===== config.mk =====
export PLATFORM = sky130hd
export DESIGN_NAME = multiplication
export DESIGN_NICKNAME = d
export VERILOG_FILES = /design/src/rtl/multiplication_pkg.sv /design/src/rtl/multiplication.sv
export SDC_FILE = /design/constraint.sdc
export NUM_CORES = 1
export LEC_CHECK = 0
export CELL_PAD_IN_SITES_DETAIL_PLACEMENT = 2
export CELL_PAD_IN_SITES_GLOBAL_PLACEMENT = 2
export CORE_ASPECT_RATIO = 1.1
export CORE_MARGIN = 2
export CORE_UTILIZATION = 38
export CTS_BUF_LIST = sky130_fd_sc_hd__clkbuf_4
export DETAILED_ROUTE_END_ITERATION = 7
export PLACE_DENSITY = 0.95
export SKIP_LAST_GASP = 1
export SYNTH_ARGS = -nofsm -noshare
export SYNTH_HDL_FRONTEND = slang
export SYNTH_SLANG_ARGS = --single-unit
export TNS_END_PERCENT = 10

===== constraint.sdc =====
create_clock -name clk -period 3.75 [get_ports clk]
set_clock_uncertainty 0.2 [all_clocks]
set_input_delay 0.5625 -clock clk [delete_from_list [all_inputs] [get_ports clk]]
set_output_delay 0.5625 -clock clk [all_outputs]
set_load 0.02 [all_outputs]

===== src/rtl/multiplication_pkg.sv =====
// Shared fixed-point definitions: default Q-format widths and the
// sequential-arithmetic FSM state encoding.
package multiplication_pkg;

    localparam int FP_WIDTH = 24;
    localparam int FP_FBITS = 8;

    typedef enum logic [1:0] {
        ST_IDLE  = 2'd0,
        ST_CALC  = 2'd1,
        ST_ROUND = 2'd2,
        ST_SIGN  = 2'd3
    } fp_state_e;

endpackage


===== src/rtl/multiplication.sv =====
// Signed fixed-point multiplier: sign-magnitude shift-add over WIDTH cycles,
// then round-half-away-from-zero, range check and sign restore.
module multiplication
    import multiplication_pkg::*;
#(
    parameter int WIDTH = FP_WIDTH,
    parameter int FBITS = FP_FBITS
) (
    input  logic             clk,
    input  logic             rst,
    input  logic             start,
    input  logic [WIDTH-1:0] a,
    input  logic [WIDTH-1:0] b,
    output logic             busy,
    output logic             done,
    output logic             valid,
    output logic             ovf,
    output logic [WIDTH-1:0] val
);

    localparam int AW = 2 * WIDTH;
    localparam int CW = (WIDTH > 1) ? $clog2(WIDTH) : 1;
    localparam logic [AW-1:0] HALF_LSB  = AW'(1'b1) << (FBITS - 1);
    localparam logic [AW-1:0] LIMIT_POS = AW'({1'b0, {(WIDTH-1){1'b1}}});
    localparam logic [AW-1:0] LIMIT_NEG = AW'({1'b1, {(WIDTH-1){1'b0}}});

    fp_state_e        state_r;
    logic [AW-1:0]    mcand_r;
    logic [WIDTH-1:0] mplier_r;
    logic [AW-1:0]    acc_r;
    logic [CW-1:0]    cnt_r;
    logic             sign_r;
    logic             ovf_pend_r;

    logic [WIDTH-1:0] abs_a_s;
    logic [WIDTH-1:0] abs_b_s;
    logic [AW-1:0]    rounded_s;
    logic             range_ovf_s;

    // Operand magnitudes, rounded product magnitude and its range check
    always_comb begin
        abs_a_s     = a[WIDTH-1] ? (~a + WIDTH'(1'b1)) : a;
        abs_b_s     = b[WIDTH-1] ? (~b + WIDTH'(1'b1)) : b;
        rounded_s   = (acc_r + HALF_LSB) >> FBITS;
        range_ovf_s = 1'b0;
        if (sign_r) begin
            range_ovf_s = (rounded_s > LIMIT_NEG);
        end else begin
            range_ovf_s = (rounded_s > LIMIT_POS);
        end
    end

    // Control FSM with inline add-shift datapath and registered outputs
    always_ff @(posedge clk or negedge rst) begin
        if (!rst) begin
            state_r    <= ST_IDLE;
            mcand_r    <= '0;
            mplier_r   <= '0;
            acc_r      <= '0;
            cnt_r      <= '0;
            sign_r     <= 1'b0;
            ovf_pend_r <= 1'b0;
            busy       <= 1'b0;
            done       <= 1'b0;
            valid      <= 1'b0;
            ovf        <= 1'b0;
            val        <= '0;
        end else begin
            case (state_r)
                ST_IDLE: begin
                    done <= 1'b0;
                    if (start) begin
                        mcand_r  <= AW'(abs_a_s);
                        mplier_r <= abs_b_s;
                        sign_r   <= a[WIDTH-1] ^ b[WIDTH-1];
                        acc_r    <= '0;
                        cnt_r    <= '0;
                        busy     <= 1'b1;
                        valid    <= 1'b0;
                        ovf      <= 1'b0;
                        state_r  <= ST_CALC;
                    end else begin
                        state_r  <= ST_IDLE;
                    end
                end
                ST_CALC: begin
                    if (mplier_r[0]) begin
                        acc_r <= acc_r + mcand_r;
                    end else begin
                        acc_r <= acc_r;
                    end
                    mcand_r  <= mcand_r << 1;
                    mplier_r <= mplier_r >> 1;
                    cnt_r    <= cnt_r + CW'(1'b1);
                    if (cnt_r == CW'(WIDTH - 1)) begin
                        state_r <= ST_ROUND;
                    end else begin
                        state_r <= ST_CALC;
                    end
                end
                ST_ROUND: begin
                    acc_r      <= rounded_s;
                    ovf_pend_r <= range_ovf_s;
                    // A rounded-away result is always reported as +0
                    sign_r     <= sign_r & (rounded_s != '0);
                    state_r    <= ST_SIGN;
                end
                ST_SIGN: begin
                    if (ovf_pend_r) begin
                        val   <= '0;
                        valid <= 1'b0;
                        ovf   <= 1'b1;
                    end else begin
                        val   <= sign_r ? (~acc_r[WIDTH-1:0] + WIDTH'(1'b1)) : acc_r[WIDTH-1:0];
                        valid <= 1'b1;
                        ovf   <= 1'b0;
                    end
                    done    <= 1'b1;
                    busy    <= 1'b0;
                    state_r <= ST_IDLE;
                end
                default: begin
                    state_r <= ST_IDLE;
                    busy    <= 1'b0;
                    done    <= 1'b0;
                end
            endcase
        end
    end

endmodule


Word level (Yosys, flattened, before mapping)
Cells that the tools add are included.
W data, S select, Z words.
{"block": "totals", "register_bits": 157, "in_bits": 51, "output_inout_bits": 28}
{"block": "op_classes", "n_addsub": 6, "magnitude_cmp": 2, "eq_ne": 6, "n_mux": 27, "n_bitwise": 5, "reduce_logical": 10}
{"cell": "$mux W48", "n": 3}
{"cell": "$pmux W48 S3", "n": 1}
{"cell": "$mux W24", "n": 5}
{"cell": "$pmux W48 S2", "n": 1}
{"cell": "$add A24 B1 Y24 const B", "n": 3}
{"cell": "$not A24 Y24", "n": 3}
{"cell": "$add A48 B48 Y48", "n": 1}
{"cell": "$add A48 B8 Y48 const B", "n": 1}
{"cell": "$pmux W24 S2", "n": 1}
{"cell": "$reduce_bool A48 Y1", "n": 1}
{"cell": "$gt A40 B23 Y1 const B", "n": 1}
{"cell": "$gt A40 B24 Y1 const B", "n": 1}
{"cell": "$pmux W1 S2", "n": 5}
{"cell": "$pmux W5 S2", "n": 1}
{"cell": "$pmux W2 S4", "n": 1}
{"cell": "$mux W1", "n": 7}
{"cell": "$reduce_and A2 Y1", "n": 3}
{"cell": "$reduce_bool A2 Y1", "n": 3}
{"cell": "$add A5 B1 Y5 const B", "n": 1}
{"cell": "$eq A5 B5 Y1 const B", "n": 1}
{"cell": "$mux W5", "n": 1}
{"cell": "$eq A2 B2 Y1 const B", "n": 2}
{"cell": "$ne A2 B2 Y1 const B", "n": 2}
{"cell": "$reduce_and A3 Y1", "n": 1}
{"cell": "6 further kinds", "n": 6}

Logic depth before layout (Yosys ltp)
Gate-level depths: netlist of the first run.
{"block": "depth", "word_depth": 5, "depth_mapped": 12, "mapped_depth_nobuf": 11}

Worst setup path after synthesis of the first run
OpenSTA, ideal clock, no wires.
{"block": "synth_path", "kind": "reg2reg", "startpoint": "register acc_r[0]", "endpoint": "register acc_r[44]", "setup_time_ns": 0.127, "arrival_time_ns": 2.967, "required_ns": 3.423, "slack_ns": 0.456, "stages_incl_launch_ff": 12, "synth_period_minus_slack_ns": 3.294, "path_cell_list": "dfrtp_1 > ha_1 > fa_1 > a21o_1 > a211o_1 > a31oi_1 > o21ai_0 > a31oi_1 > o31ai_1 > a221oi_1 > mux2i_1 > nand3_1"}
{"block": "synth_between", "elab_chain_len": 3}
{"item": "from (decl)", "line_no": "multiplication.sv:30", "source": "logic [AW-1:0] acc_r;"}
{"item": "from (signal assigned)", "line_no": "multiplication.sv:88", "source": "acc_r <= acc_r + mcand_r;"}
{"item": "from (signal assigned)", "line_no": "multiplication.sv:90", "source": "acc_r <= acc_r;"}
{"item": "from (signal assigned)", "line_no": "multiplication.sv:102", "source": "acc_r <= rounded_s;"}
{"item": "$add A48 B48 Y48", "line_no": "multiplication.sv:88"}
{"item": "$mux W48", "line_no": "multiplication.sv:87", "source": "if (mplier_r[0]) begin"}
{"item": "$pmux W48 S3", "line_no": "multiplication.sv:69", "source": "case (state_r)"}
No other way between the ends. The select of a mux whose other input is x is not followed.
A chain may end at the register's enable or synchronous reset.

Final worst setup path of the first run
{"block": "layout_path", "startpoint": "register mcand_r[0]", "endpoint": "register acc_r[36]"}
{"block": "layout_between", "elab_chain_len": 3}
{"item": "from (decl)", "line_no": "multiplication.sv:28", "source": "logic [AW-1:0] mcand_r;"}
{"item": "from (signal assigned)", "line_no": "multiplication.sv:73", "source": "mcand_r <= AW'(abs_a_s);"}
{"item": "from (signal assigned)", "line_no": "multiplication.sv:92", "source": "mcand_r <= mcand_r << 1;"}
{"item": "$add A48 B48 Y48", "line_no": "multiplication.sv:88"}
{"item": "$mux W48", "line_no": "multiplication.sv:87"}
{"item": "$pmux W48 S3", "line_no": "multiplication.sv:69"}
No other way between the ends. The select of a mux whose other input is x is not followed.

==> summary.txt, run 1 <==
Outcome: complete, but fails checks
Violated checks: setup timing
Total global routing track utilization: 34.0%
Die extent in x: 171 um
Filler cell count: 3356
Uppermost layer routed: met4
Insertion delay of the later-clocked pin in the worst-skew pair: 670 ps
Post-Syn Instances: 1424
Tightest Hold Check Type: reg2reg
Number of top-level pins: 79
Final clock period utilization by the worst path: 101%
Initial DRT Pass Iterations: 5
Number of global-route vias before repair: 14.0k
Routed wire length per instance: 28.3 um
Syn avg cell area: 8.19 um^2
Die Area: 0.0321 mm^2
Max IR drop VDD: 0.392 mV
CTS root buffer: sky130_fd_sc_hd__clkbuf_4
Signed area change from the synthesized netlist to the final layout: 14.3%
Combined flip-flop and latch cell area: 0.00393 mm^2
Slew Limit Fails: 0
Cts bufs inserted: 17
Warning count from the yosys run: 0
Data arrival time of the critical path: 4070 ps
Power density over cell area: 754 mW/mm^2
Highest fanout seen on the critical path: 3
Pin count of the biggest net entering global routing: 84
Overflow left after global routing: 0
HPWL Detailed: 36300 um
Starting DRT DRC Count: 920
Cell area after placement: 0.0130 mm^2
Weighted congestion reported at the end of routability-driven placement: 0.948
Routed vias/inst: 6.49
Final hold violations: 0
Routed wl met2: 26700 um
Number of nets in the synthesized netlist: 1533
Nature of the critical path endpoint: register
Worst Tran Pin Value: 887 ps
Pre-CTS WS: -108 ps
Setup violators final: 2
Count of input and output buffers: 78
Wl on met1: 20600 um
Total area of multi-input combinational cells: 0.00718 mm^2
Routed length on met3: 3500 um
Total DRC errors in the routed layout: 0
# H-tree levels: 4
Number of enable flip-flop cells after synthesis: 0
Antenna violations before repair: 2
Critical path required time: 4040 ps
Number of vias after detailed routing: 12.4k
Bufs on Longest Clock Path: 2
Remaining number of nets flagged by the antenna check after routing: 0
Least setup slack across all paths after layout: -30.2 ps
Most used flip-flop cell after synthesis: sky130_fd_sc_hd__dfrtp_1
Setup crit start kind: register
Rel. slew slack: 40.9%
RSZ-0062 raised after global routing: yes
Post-synthesis sequential element count: 157
Distinct cells, synth: 66
Area of all placed cells without fillers: 0.0133 mm^2
Sequential element share of the synthesized area: 33.7%
Post-Synthesis Cell Area: 0.0117 mm^2
Post-layout net count: 1588
CTS tree: yes
Clock sink count: 157
Total number of placement rows: 67
Layout cells sized above 1: 7.91%
Worst hold slack after final layout: 301 ps
Async set or reset register ratio after synthesis: 100%
Reg clk slew, reported paths: 160 ps
Die Y-Extent: 188 um
Area of the core: 0.0303 mm^2
First-pass GRT wire length: 83800 um
Top achievable clock speed: 0.265 GHz
Reported leakage power: 0.00559 uW
Starting Density: 38.4%
Post-route minimum period: 3780 ps
MaxCap Viol Count: 0
Crit Path Class: reg2reg
Post-detailed-routing wire length: 54100 um
cell type report:
cell class,instances,area share [%]
inverters,64,1.80
repair buffers,128,8.80
multi-input cells,1111,53.9
well taps,414,3.89
clock buffers,19,1.07
diodes,1,0.0188
clock inverters,13,0.986
flip-flops and latches,157,29.5
cells in the mapped netlist (all sizes together), types with 11 or more instances:
master / count / area share, %
a21o: 20 / 1.3
a21oi: 113 / 4.9
a22o: 28 / 2.1
a22oi: 27 / 1.7
a31oi: 18 / 0.97
buf: 19 / 0.79
clkbuf: 73 / 2.4
dfrtp: 157 / 34
ha: 57 / 6.1
inv: 64 / 2.1
mux2i: 14 / 1.2
nand2: 146 / 4.7
nand3: 42 / 1.8
nand4: 26 / 1.4
nor2: 111 / 3.6
nor3: 24 / 1.2
o21ai: 143 / 6.1
o221ai: 11 / 0.83
o22ai: 27 / 1.4
o31ai: 19 / 1.2
or3: 11 / 0.59
or4: 12 / 0.87
xnor2: 69 / 5.2
xor2: 84 / 6.3
placed cells by master (no fill, tap or decap), types with 55 or more instances in the layout:
| master | synthesis | final |
|---|---|---|
| sky130_fd_sc_hd__dfrtp_1 | 157 | 153 |
| sky130_fd_sc_hd__nand2_1 | 146 | 146 |
| sky130_fd_sc_hd__o21ai_0 | 140 | 137 |
| sky130_fd_sc_hd__a21oi_1 | 113 | 113 |
| sky130_fd_sc_hd__nor2_1 | 111 | 110 |
| sky130_fd_sc_hd__xor2_1 | 84 | 84 |
| sky130_fd_sc_hd__clkdlybuf4s50_1 | 0 | 77 |
| sky130_fd_sc_hd__xnor2_1 | 69 | 69 |
| sky130_fd_sc_hd__inv_1 | 63 | 63 |
| sky130_fd_sc_hd__ha_1 | 57 | 55 |
metrics by stage:
step	setup TNS [ps]	cells	utilization (%)	power, uW
finish	-48.4	1907	43.9	10000
global route	-231	1907	43.9	10500
CTS	-62.8	1904	43.7	9800
detailed placement	-166	1871	42.7	8340
global placement	0	1871	42.7	7710
floorplan	0	1424	-	6370
critical path: stages, from the launching register on:
cell	delay, ps
sky130_fd_sc_hd__dfrtp_1	480
sky130_fd_sc_hd__ha_1	260
sky130_fd_sc_hd__fa_1	430
sky130_fd_sc_hd__a21o_1	210
sky130_fd_sc_hd__a211o_1	340
sky130_fd_sc_hd__a31oi_2	280
sky130_fd_sc_hd__o21ai_2	150
sky130_fd_sc_hd__a31oi_2	310
sky130_fd_sc_hd__o31ai_1	170
sky130_fd_sc_hd__a221oi_1	290
sky130_fd_sc_hd__buf_4	180
sky130_fd_sc_hd__xor2_1	190
sky130_fd_sc_hd__o21ai_1	140
per-layer routing:
layer  track usage, %  vias to the layer above
met5                0                        -
met4             19.0                        0
met3             6.23                      221
met2             58.0                      617
met1             39.9                     6313
li1                 -                     5216
where the power goes:
part / switching, uW / internal [uW]
Sequential: 851 / 2230
Clock: 801 / 362
Combinational: 3840 / 1960
Total: 5490 / 4550
cells by family after synthesis:
kind of cell | synth area share (%)
AOI/OAI and AO/OA | 25.0
xor gates and xnor gates | 11.5
adders and majority gates | 6.29
buffers and inverters | 5.22
DFF | 33.7
muxes | 1.40
and+or+nand+nor | 16.9
state kept, by name (all words and copies together) (netlist names), named ones only:
register,flops
ovf,1
busy,1
val,24
valid,1
sign_r,1
mcand_r,48
mplier_r,24
cnt_r,5
done,1
state_r,1
ovf_pend_r,1
acc_r,48
repair_timing:
item / 4_1_cts / 5_1_grt
pin swaps: 0 / 1
setup buffers: 0 / 2
hold buffers: 1 / 0
endpoints found under the hold margin: 81 / 0
endpoints found under the setup margin: 5 / 11
resized for setup: 5 / 12
path summary, 6_finish.rpt:
check | cells after the start | slack (ps) | to | startpoint
max | 12 | -30 | acc_r[36] | mcand_r[0]
min | 2 | 300 | mplier_r[11] | mplier_r[11]
max reg2reg | 12 | -30 | acc_r[36] | mcand_r[0]
min reg2reg | 2 | 300 | mplier_r[11] | mplier_r[11]
max in group asynchronous | 3 | 1870 | mcand_r[40] | rst
min in group asynchronous | 2 | 360 | val[3] | rst
Note: power is estimated with default switching activity, not from simulation.
==> run 2: changes to the inputs <==
Settings changed: SLEW_MARGIN set to 20.
==> results of run 2 <==
The final DEF is identical to that of run 1; final timing and power are the same.
